<file path="config.mk">
export PLATFORM = sky130hd
export DESIGN_NAME = bec_seq_ctrl
export DESIGN_NICKNAME = d
export VERILOG_FILES = /design/src/rtl/bec_seq_pkg.sv /design/src/rtl/bec_word_bank.sv /design/src/rtl/bec_seq_ctrl.sv
export SDC_FILE = /design/constraint.sdc
export NUM_CORES = 2
export LEC_CHECK = 0
export CORE_MARGIN = 4
export CORE_UTILIZATION = 53
export CTS_CLUSTER_DIAMETER = 50
export DETAILED_ROUTE_END_ITERATION = 8
export GPL_ROUTABILITY_DRIVEN = 0
export HOLD_SLACK_MARGIN = 0.08
export PLACE_DENSITY = 0.77
export REMOVE_ABC_BUFFERS = 1
export SYNTH_ARGS = -nofsm -noshare
export SYNTH_HDL_FRONTEND = slang
export SYNTH_SLANG_ARGS = --single-unit
</file>
<file path="constraint.sdc">
create_clock -name wb_clk_i -period 3.3 [get_ports wb_clk_i]
set_clock_uncertainty 0.05 [all_clocks]
set_input_delay 0.495 -clock wb_clk_i [delete_from_list [all_inputs] [get_ports wb_clk_i]]
set_output_delay 0.495 -clock wb_clk_i [all_outputs]
set_load 0.03 [all_outputs]
</file>
<file path="src/rtl/bec_seq_pkg.sv">
// Shared types and constants for the sm_bec_v3 sequencer.
// Optional watchdog is enabled by defining BEC_SEQ_TIMEOUT_EN.
package bec_seq_pkg;

  localparam int unsigned FW             = 163;
  localparam int unsigned NUM_OPS        = 4;
  localparam int unsigned WORD_W         = 32;
  localparam int unsigned WORDS          = (FW + WORD_W - 1) / WORD_W;
  localparam int unsigned TOP_W          = FW - WORD_W * (WORDS - 1);
  localparam logic [31:0] TOP_MASK       = (32'd1 << TOP_W) - 32'd1;
  localparam int unsigned SEL_W          = 3;
  localparam int unsigned WIDX_W         = 3;
  localparam int unsigned OP_IDX_W       = $clog2(NUM_OPS);
  localparam int unsigned BIT_IDX_W      = $clog2(FW);
  localparam int unsigned TMO_W          = 16;
  localparam int unsigned TIMEOUT_CYCLES = 65535;

  localparam logic [SEL_W-1:0] KEY_SEL = 3'd7;

  typedef enum logic [2:0] {
    IDLE,
    LOAD_WAIT,
    LOAD_PUSH,
    RUN,
    DONE
  } state_e;

  typedef struct packed {
    logic [SEL_W-1:0]  sel;
    logic [WIDX_W-1:0] widx;
    logic [WORD_W-1:0] data;
  } cfg_wr_t;

endpackage

</file>
<file path="src/rtl/bec_word_bank.sv">
// FW-bit field register: 32-bit word writes by index, or a full-width load.
module bec_word_bank
  import bec_seq_pkg::*;
(
  input  logic              clk,
  input  logic              rst_n,
  input  logic              wr_en,
  input  logic [WIDX_W-1:0] wr_widx,
  input  logic [WORD_W-1:0] wr_data,
  input  logic              ld_en,
  input  logic [FW-1:0]     ld_data,
  output logic [FW-1:0]     q
);

  // Top word carries only TOP_W bits; out-of-range indices match nothing.
  always_ff @(posedge clk) begin
    if (!rst_n) begin
      q <= '0;
    end else if (ld_en) begin
      q <= ld_data;
    end else if (wr_en) begin
      for (int w = 0; w < int'(WORDS) - 1; w++) begin
        if (wr_widx == WIDX_W'(w)) q[w*WORD_W +: WORD_W] <= wr_data;
      end
      if (wr_widx == WIDX_W'(WORDS - 1)) q[FW-1 -: TOP_W] <= TOP_W'(wr_data & TOP_MASK);
    end
  end

endmodule

</file>
<file path="src/rtl/bec_seq_ctrl.sv">
// Sequencer feeding operands and key bits to sm_bec_v3 and capturing its result.
// Define BEC_SEQ_TIMEOUT_EN to build the inactivity watchdog.
module bec_seq_ctrl
  import bec_seq_pkg::*;
(
  input  logic              wb_clk_i,
  input  logic              wb_rst_i,
  input  logic              cfg_valid,
  output logic              cfg_ready,
  input  logic [SEL_W-1:0]  cfg_sel,
  input  logic [WIDX_W-1:0] cfg_widx,
  input  logic [WORD_W-1:0] cfg_data,
  input  logic              start,
  input  logic              abort,
  output logic              busy,
  output logic              run_done,
  output logic              key_overrun,
  output logic              timeout_err,
  input  logic [WIDX_W-1:0] rd_widx,
  output logic [WORD_W-1:0] rd_data,
  output logic              enable,
  output logic              load_data,
  output logic [2:0]        load_status,
  output logic [FW-1:0]     data_out,
  input  logic              trigLoad,
  input  logic              next_key,
  output logic              ki,
  input  logic [3:0]        core_status,
  input  logic [FW-1:0]     data_in,
  input  logic              core_done
);

  state_e                 state, state_nxt;
  logic [OP_IDX_W-1:0]    op_idx, op_idx_nxt;
  logic [BIT_IDX_W-1:0]   bit_idx, bit_idx_nxt;
  logic                   exhausted, exh_nxt;
  logic                   busy_nxt, enable_nxt, run_done_nxt, key_overrun_nxt;
  logic                   load_data_nxt, ki_nxt, cfg_ready_nxt;
  logic [2:0]             load_status_nxt;
  logic [FW-1:0]          data_out_nxt;
  logic                   res_ld_c, busy_state_c, abort_c, tmo_fire_c, cfg_fire_c;
  cfg_wr_t                cfg_wr;
  logic [FW-1:0]          ops [NUM_OPS];
  logic [FW-1:0]          key, result;
  logic                   unused_status;

  assign unused_status = ^core_status;
  assign cfg_wr        = '{sel: cfg_sel, widx: cfg_widx, data: cfg_data};
  assign cfg_fire_c    = cfg_valid && cfg_ready;
  assign busy_state_c  = (state == LOAD_WAIT) || (state == LOAD_PUSH) || (state == RUN);
  assign abort_c       = busy_state_c && (abort || tmo_fire_c);

  for (genvar i = 0; i < int'(NUM_OPS); i++) begin : g_op
    bec_word_bank u_op (
      .clk     (wb_clk_i),
      .rst_n   (wb_rst_i),
      .wr_en   (cfg_fire_c && (cfg_wr.sel == SEL_W'(i))),
      .wr_widx (cfg_wr.widx),
      .wr_data (cfg_wr.data),
      .ld_en   (1'b0),
      .ld_data ('0),
      .q       (ops[i])
    );
  end

  bec_word_bank u_key (
    .clk     (wb_clk_i),
    .rst_n   (wb_rst_i),
    .wr_en   (cfg_fire_c && (cfg_wr.sel == KEY_SEL)),
    .wr_widx (cfg_wr.widx),
    .wr_data (cfg_wr.data),
    .ld_en   (1'b0),
    .ld_data ('0),
    .q       (key)
  );

  bec_word_bank u_res (
    .clk     (wb_clk_i),
    .rst_n   (wb_rst_i),
    .wr_en   (1'b0),
    .wr_widx ('0),
    .wr_data ('0),
    .ld_en   (res_ld_c),
    .ld_data (data_in),
    .q       (result)
  );

  // Host read mux over the zero-padded result.
  always_comb begin
    logic [WORDS*WORD_W-1:0] res_pad;
    res_pad = (WORDS*WORD_W)'(result);
    rd_data = '0;
    for (int w = 0; w < int'(WORDS); w++) begin
      if (rd_widx == WIDX_W'(w)) rd_data = res_pad[w*WORD_W +: WORD_W];
    end
  end

`ifdef BEC_SEQ_TIMEOUT_EN
  logic [TMO_W-1:0] tmo_cnt, tmo_cnt_nxt;
  logic             tmo_err_nxt;

  // Inactivity counter restarts on any core handshake and idles at zero.
  always_comb begin
    tmo_cnt_nxt = (!busy_state_c || trigLoad || next_key) ? '0 : tmo_cnt + 1'b1;
    tmo_fire_c  = busy_state_c && !trigLoad && !next_key &&
                  (tmo_cnt == TMO_W'(TIMEOUT_CYCLES - 1));
    tmo_err_nxt = timeout_err;
    if ((state == IDLE || state == DONE) && start && !abort) tmo_err_nxt = 1'b0;
    if (tmo_fire_c) tmo_err_nxt = 1'b1;
  end

  always_ff @(posedge wb_clk_i) begin
    if (!wb_rst_i) begin
      tmo_cnt     <= '0;
      timeout_err <= 1'b0;
    end else begin
      tmo_cnt     <= tmo_cnt_nxt;
      timeout_err <= tmo_err_nxt;
    end
  end
`else
  assign tmo_fire_c  = 1'b0;
  assign timeout_err = 1'b0;
`endif

  // Next-state and registered-output logic.
  always_comb begin
    state_nxt       = state;
    op_idx_nxt      = op_idx;
    bit_idx_nxt     = bit_idx;
    exh_nxt         = exhausted;
    busy_nxt        = busy;
    enable_nxt      = enable;
    run_done_nxt    = run_done;
    key_overrun_nxt = key_overrun;
    load_data_nxt   = 1'b0;
    ki_nxt          = 1'b0;
    res_ld_c        = 1'b0;
    data_out_nxt    = data_out;
    load_status_nxt = load_status;
    cfg_ready_nxt   = 1'b0;

    unique case (state)
      IDLE, DONE: begin
        if (start && !abort) begin
          state_nxt       = LOAD_WAIT;
          run_done_nxt    = 1'b0;
          key_overrun_nxt = 1'b0;
          op_idx_nxt      = '0;
          bit_idx_nxt     = BIT_IDX_W'(FW - 1);
          exh_nxt         = 1'b0;
          busy_nxt        = 1'b1;
          enable_nxt      = 1'b1;
        end
      end
      LOAD_WAIT: begin
        if (trigLoad) begin
          state_nxt     = LOAD_PUSH;
          load_data_nxt = 1'b1;
        end
      end
      LOAD_PUSH: begin
        op_idx_nxt = op_idx + 1'b1;
        if (op_idx == OP_IDX_W'(NUM_OPS - 1)) begin
          state_nxt = RUN;
          ki_nxt    = key[bit_idx];
        end else begin
          state_nxt = LOAD_WAIT;
        end
      end
      RUN: begin
        ki_nxt = ki;
        // Completion takes priority over a coincident key request.
        if (core_done) begin
          res_ld_c     = 1'b1;
          enable_nxt   = 1'b0;
          busy_nxt     = 1'b0;
          run_done_nxt = 1'b1;
          state_nxt    = DONE;
          ki_nxt       = 1'b0;
        end else if (next_key) begin
          if (exhausted) begin
            key_overrun_nxt = 1'b1;
          end else if (bit_idx == '0) begin
            exh_nxt = 1'b1;
            ki_nxt  = 1'b0;
          end else begin
            bit_idx_nxt = bit_idx - 1'b1;
            ki_nxt      = key[bit_idx_nxt];
          end
        end
      end
      default: state_nxt = IDLE;
    endcase

    if (abort_c) begin
      state_nxt     = IDLE;
      busy_nxt      = 1'b0;
      enable_nxt    = 1'b0;
      load_data_nxt = 1'b0;
      ki_nxt        = 1'b0;
      res_ld_c      = 1'b0;
    end

    if (state_nxt == LOAD_WAIT) begin
      data_out_nxt    = ops[op_idx_nxt];
      load_status_nxt = 3'(op_idx_nxt);
    end

    cfg_ready_nxt = (state_nxt == IDLE) || (state_nxt == DONE);
  end

  always_ff @(posedge wb_clk_i) begin
    if (!wb_rst_i) begin
      state       <= IDLE;
      op_idx      <= '0;
      bit_idx     <= '0;
      exhausted   <= 1'b0;
      busy        <= 1'b0;
      enable      <= 1'b0;
      run_done    <= 1'b0;
      key_overrun <= 1'b0;
      load_data   <= 1'b0;
      ki          <= 1'b0;
      data_out    <= '0;
      load_status <= '0;
      cfg_ready   <= 1'b0;
    end else begin
      state       <= state_nxt;
      op_idx      <= op_idx_nxt;
      bit_idx     <= bit_idx_nxt;
      exhausted   <= exh_nxt;
      busy        <= busy_nxt;
      enable      <= enable_nxt;
      run_done    <= run_done_nxt;
      key_overrun <= key_overrun_nxt;
      load_data   <= load_data_nxt;
      ki          <= ki_nxt;
      data_out    <= data_out_nxt;
      load_status <= load_status_nxt;
      cfg_ready   <= cfg_ready_nxt;
    end
  end

endmodule
</file>
==> summary.md <==
| Metric | Value |
|---|---|
| Die ar. | `104,000 um2` |
| Die Span Y | `322 um` |
| Num ports | `422` |
| # clock sinks | `1,163` |
| Final TNS setup | `0 ns` |
| Max frequency | `340 MHz` |
| Max IR drop VDD | `0.418 mV` |
| H-tree depth | `4` |
| Most instantiated library cell after synthesis | `nand2_1` |
| Total track usage | `0.306` |
| Synth Area in Simple Gates | `0.267` |
| Post-DRT Antenna Nets | `0` |
| Largest net degree at the start of global routing | `139` |
| Worst slack, placed | `0.0881 ns` |
| DRT Pass-1 Iters | `6` |
| CTS buffer count | `134` |
| CP endpoint kind | `flop` |
| Final Hold Viols | `0` |
| Final wirelength | `164,000 um` |
| Root Driver | `clkbuf_16` |
| Overflow after GRT | `0` |
| DRC violations left | `0` |
| Leakage | `20.6 nW` |
| Crit path buffers/inverters | `2` |
| Fraction of synthesized area in multiplexers | `0.0521` |
| Hold path start | `wb_rst_i` |
| Worst path slowest cell | `ha_2` |
| Crit-path cells | `inv_1 > ha_2 > buf_4 > mux4_2 > mux2i_1 > mux2i_1 > a211o_1 > nand4_1 > nand4_1 > a41o_1` |
| Relative slew slack | `0.476` |
| Adder-Cell Fraction of Synth Area | `0.000716` |
| Crit Path Category | `reg2reg` |
| HP Class | `in2reg` |
| Post-cts repair resize count | `0` |
| Worst-skew pair later-pin latency | `0.75 ns` |
| Final setup violation count | `0` |
| Post-DP HPWL | `96,900 um` |
| Initial antenna violation count | `6` |
| Setup ws final | `0.358 ns` |
| Area grow syn2layout | `19.7%` |
| # Post-CTS Setup Buffers | `0` |
| TritonCTS clock tree | `yes` |
| Most common library cells after synthesis | `nand2_1, dfxtp_1, a21boi_0, nand3_1, clkbuf_1` |
| Worst-margin pin slew | `0.786 ns` |
| Starting density of the core | `0.533` |
| Top cell family by delay on the critical path | `adder cells` |
| Seq/Total Area, Yosys | `0.444` |
| Hold-fix buffers at CTS | `0` |
| Synth Register Bits | `1,163` |
| Yosys cell types | `73` |
| Post-Syn Instances | `6,727` |
| 1st-iter DRT viols | `4,662` |
| Avg Synthesized Cell Area | `7.79 um2` |
| Startpoint types | `flop` |
| Core box area | `98,300 um2` |
| Arrival @ worst endpoint | `3.52 ns` |
| EDFF count, synth | `0` |
| Crit path required time | `3.88 ns` |
| Top FF cell, synth | `dfxtp_1` |
| Top cell type's share of synthesized area | `0.444` |
| Fill cells | `8,115` |
| Global-route wire length before repair | `254,000 um` |
| Share of cells above drive strength 1 | `0.0880` |
| Final nets | `7,093` |
| Main combinational cell family by area after synthesis | `simple AND/OR/NAND/NOR gates` |
| Clock Path Buffers | `3` |
| Final period utilization | `0.892` |
| Hold Slack | `0.257 ns` |
| Synth Cell Area | `52,400 um2` |
| Delay of the slowest critical-path stage | `0.64 ns` |
| Wire per inst | `19.9 um` |
| Synth warn | `0` |
| CP max FO | `13` |
| Post-synthesis xor/xnor area fraction | `0.00134` |
| Synth area leader | `dfxtp_1` |
| Outcome | `finished, final reports clean` |
| Inst Count DP | `8,025` |
| Vias per cell | `5.76` |
| R2R Path Start | `bit_idx[1]$_SDFFE_PN0P_` |
| Synth Area in Compound Gates | `0.181` |
| Proportion of synthesized flip-flops having asynchronous set or reset | `0` |
| RSZ-0062 raised after global routing | `no` |
| Worst Setup SP | `bit_idx[1]$_SDFFE_PN0P_` |
| Pwr Total | `31.7 mW` |
| Slew Limit Fails | `0` |
| Routed vias | `47,622` |
| Row count | `115` |
| Final Non-Filler Cells | `8,274` |
| Total of max-cap violations | `0` |
| Post-layout minimum cycle time | `2.94 ns` |
| PwrDens | `505 nW/um2` |
| Die W | `322 um` |
| IO buf count | `415` |
| Worst-path clk slew | `0.06 ns` |
| Number of global-route vias before repair | `45,292` |
| Largest cells by area after synthesis | `dfxtp_1, nand2_1, a21boi_0` |
power by group:
group / switching [mW] / internal, mW
logic: 1.27 / 0.796
clock network: 6.20 / 9.27
registers: 0.0441 / 14.1
total: 7.51 / 24.2
per-stage QoR:
stage	area [um2]	util
floorplan	49700	-
global placement	58100	0.591
detailed placement	58100	0.591
CTS	62700	0.638
global route	62700	0.638
finish	62700	0.638
layout make-up:
class | instances | area (um2) | share of cell area
tap | 1287 | 1610 | 0.0257
antenna | 6 | 15.0 | 0.000239
sequential | 1163 | 23300 | 0.371
multi-input combinational | 4924 | 26500 | 0.422
clock buffer | 186 | 3830 | 0.0611
timing repair buffer | 631 | 6620 | 0.105
inverter | 20 | 75.1 | 0.00120
clock inverter | 57 | 842 | 0.0134
sequential cells by signal, indices dropped and copies added, names as in the netlist, 2 cells and up:
| register | flops |
|---|---|
| state | 3 |
| g_op.u_op.q | 652 |
| bit_idx | 8 |
| u_res.q | 163 |
| op_idx | 2 |
| load_status | 2 |
| u_key.q | 163 |
| data_out | 163 |
layout by cell type (no fill, tap or decap), drive strengths merged, types with 3 or more instances in the layout:
cell and count:
mux4 87, mux2 29, and3b 3, o21ai 21
a22oi 44, a31oi 4, or2 4, mux2i 39
a32oi 4, clkinvlp 9, nor3b 6, o211a 4
o2111ai 7, and3 3, nor2b 24, diode 6
clkdlybuf4s50 380, and2 5, clkbuf 186, nand4 7
xnor2 5, a41oi 3, nor2 53, ha 3
clkinv 25, buf 251, o211ai 3, inv 30
nand3b 7, bufinv 13, xor2 3, a21oi 12
o22ai 28, nand2 2822, a21boi 1134, nand2b 4
nand3 521, or3 3, dfxtp 1163, nor3 8
per-layer routing:
layer / routed length [um] / track usage / vias to the layer above
li1: - / - / 22409
met1: 65000 / 0.388 / 22619
met2: 74400 / 0.492 / 2128
met3: 15200 / 0.0608 / 464
met4: 9730 / 0.172 / 2
met5: 13 / 0 / -
worst paths after layout:
path	slack, ns	depth (start not counted)	endpoint
worst min-delay path	0.26	2	g_op[0].u_op.q[69]$_SDFFE_PN0P_
worst min register to register	0.40	2	data_out[139]$_SDFFE_PN0N_
worst max-delay path	0.36	10	ki$_SDFFE_PP0P_
worst max register to register	0.36	10	ki$_SDFFE_PP0P_
cells by family after synthesis:
| logic type | Yosys count |
|---|---|
| simple gates | 3481 |
| compound gates | 1275 |
| flops | 1163 |
| buf+inv | 641 |
| mux | 155 |
| xor+xnor | 8 |
| fa+ha+maj | 3 |
| other cells | 1 |
(Power assumes the default switching activity.)
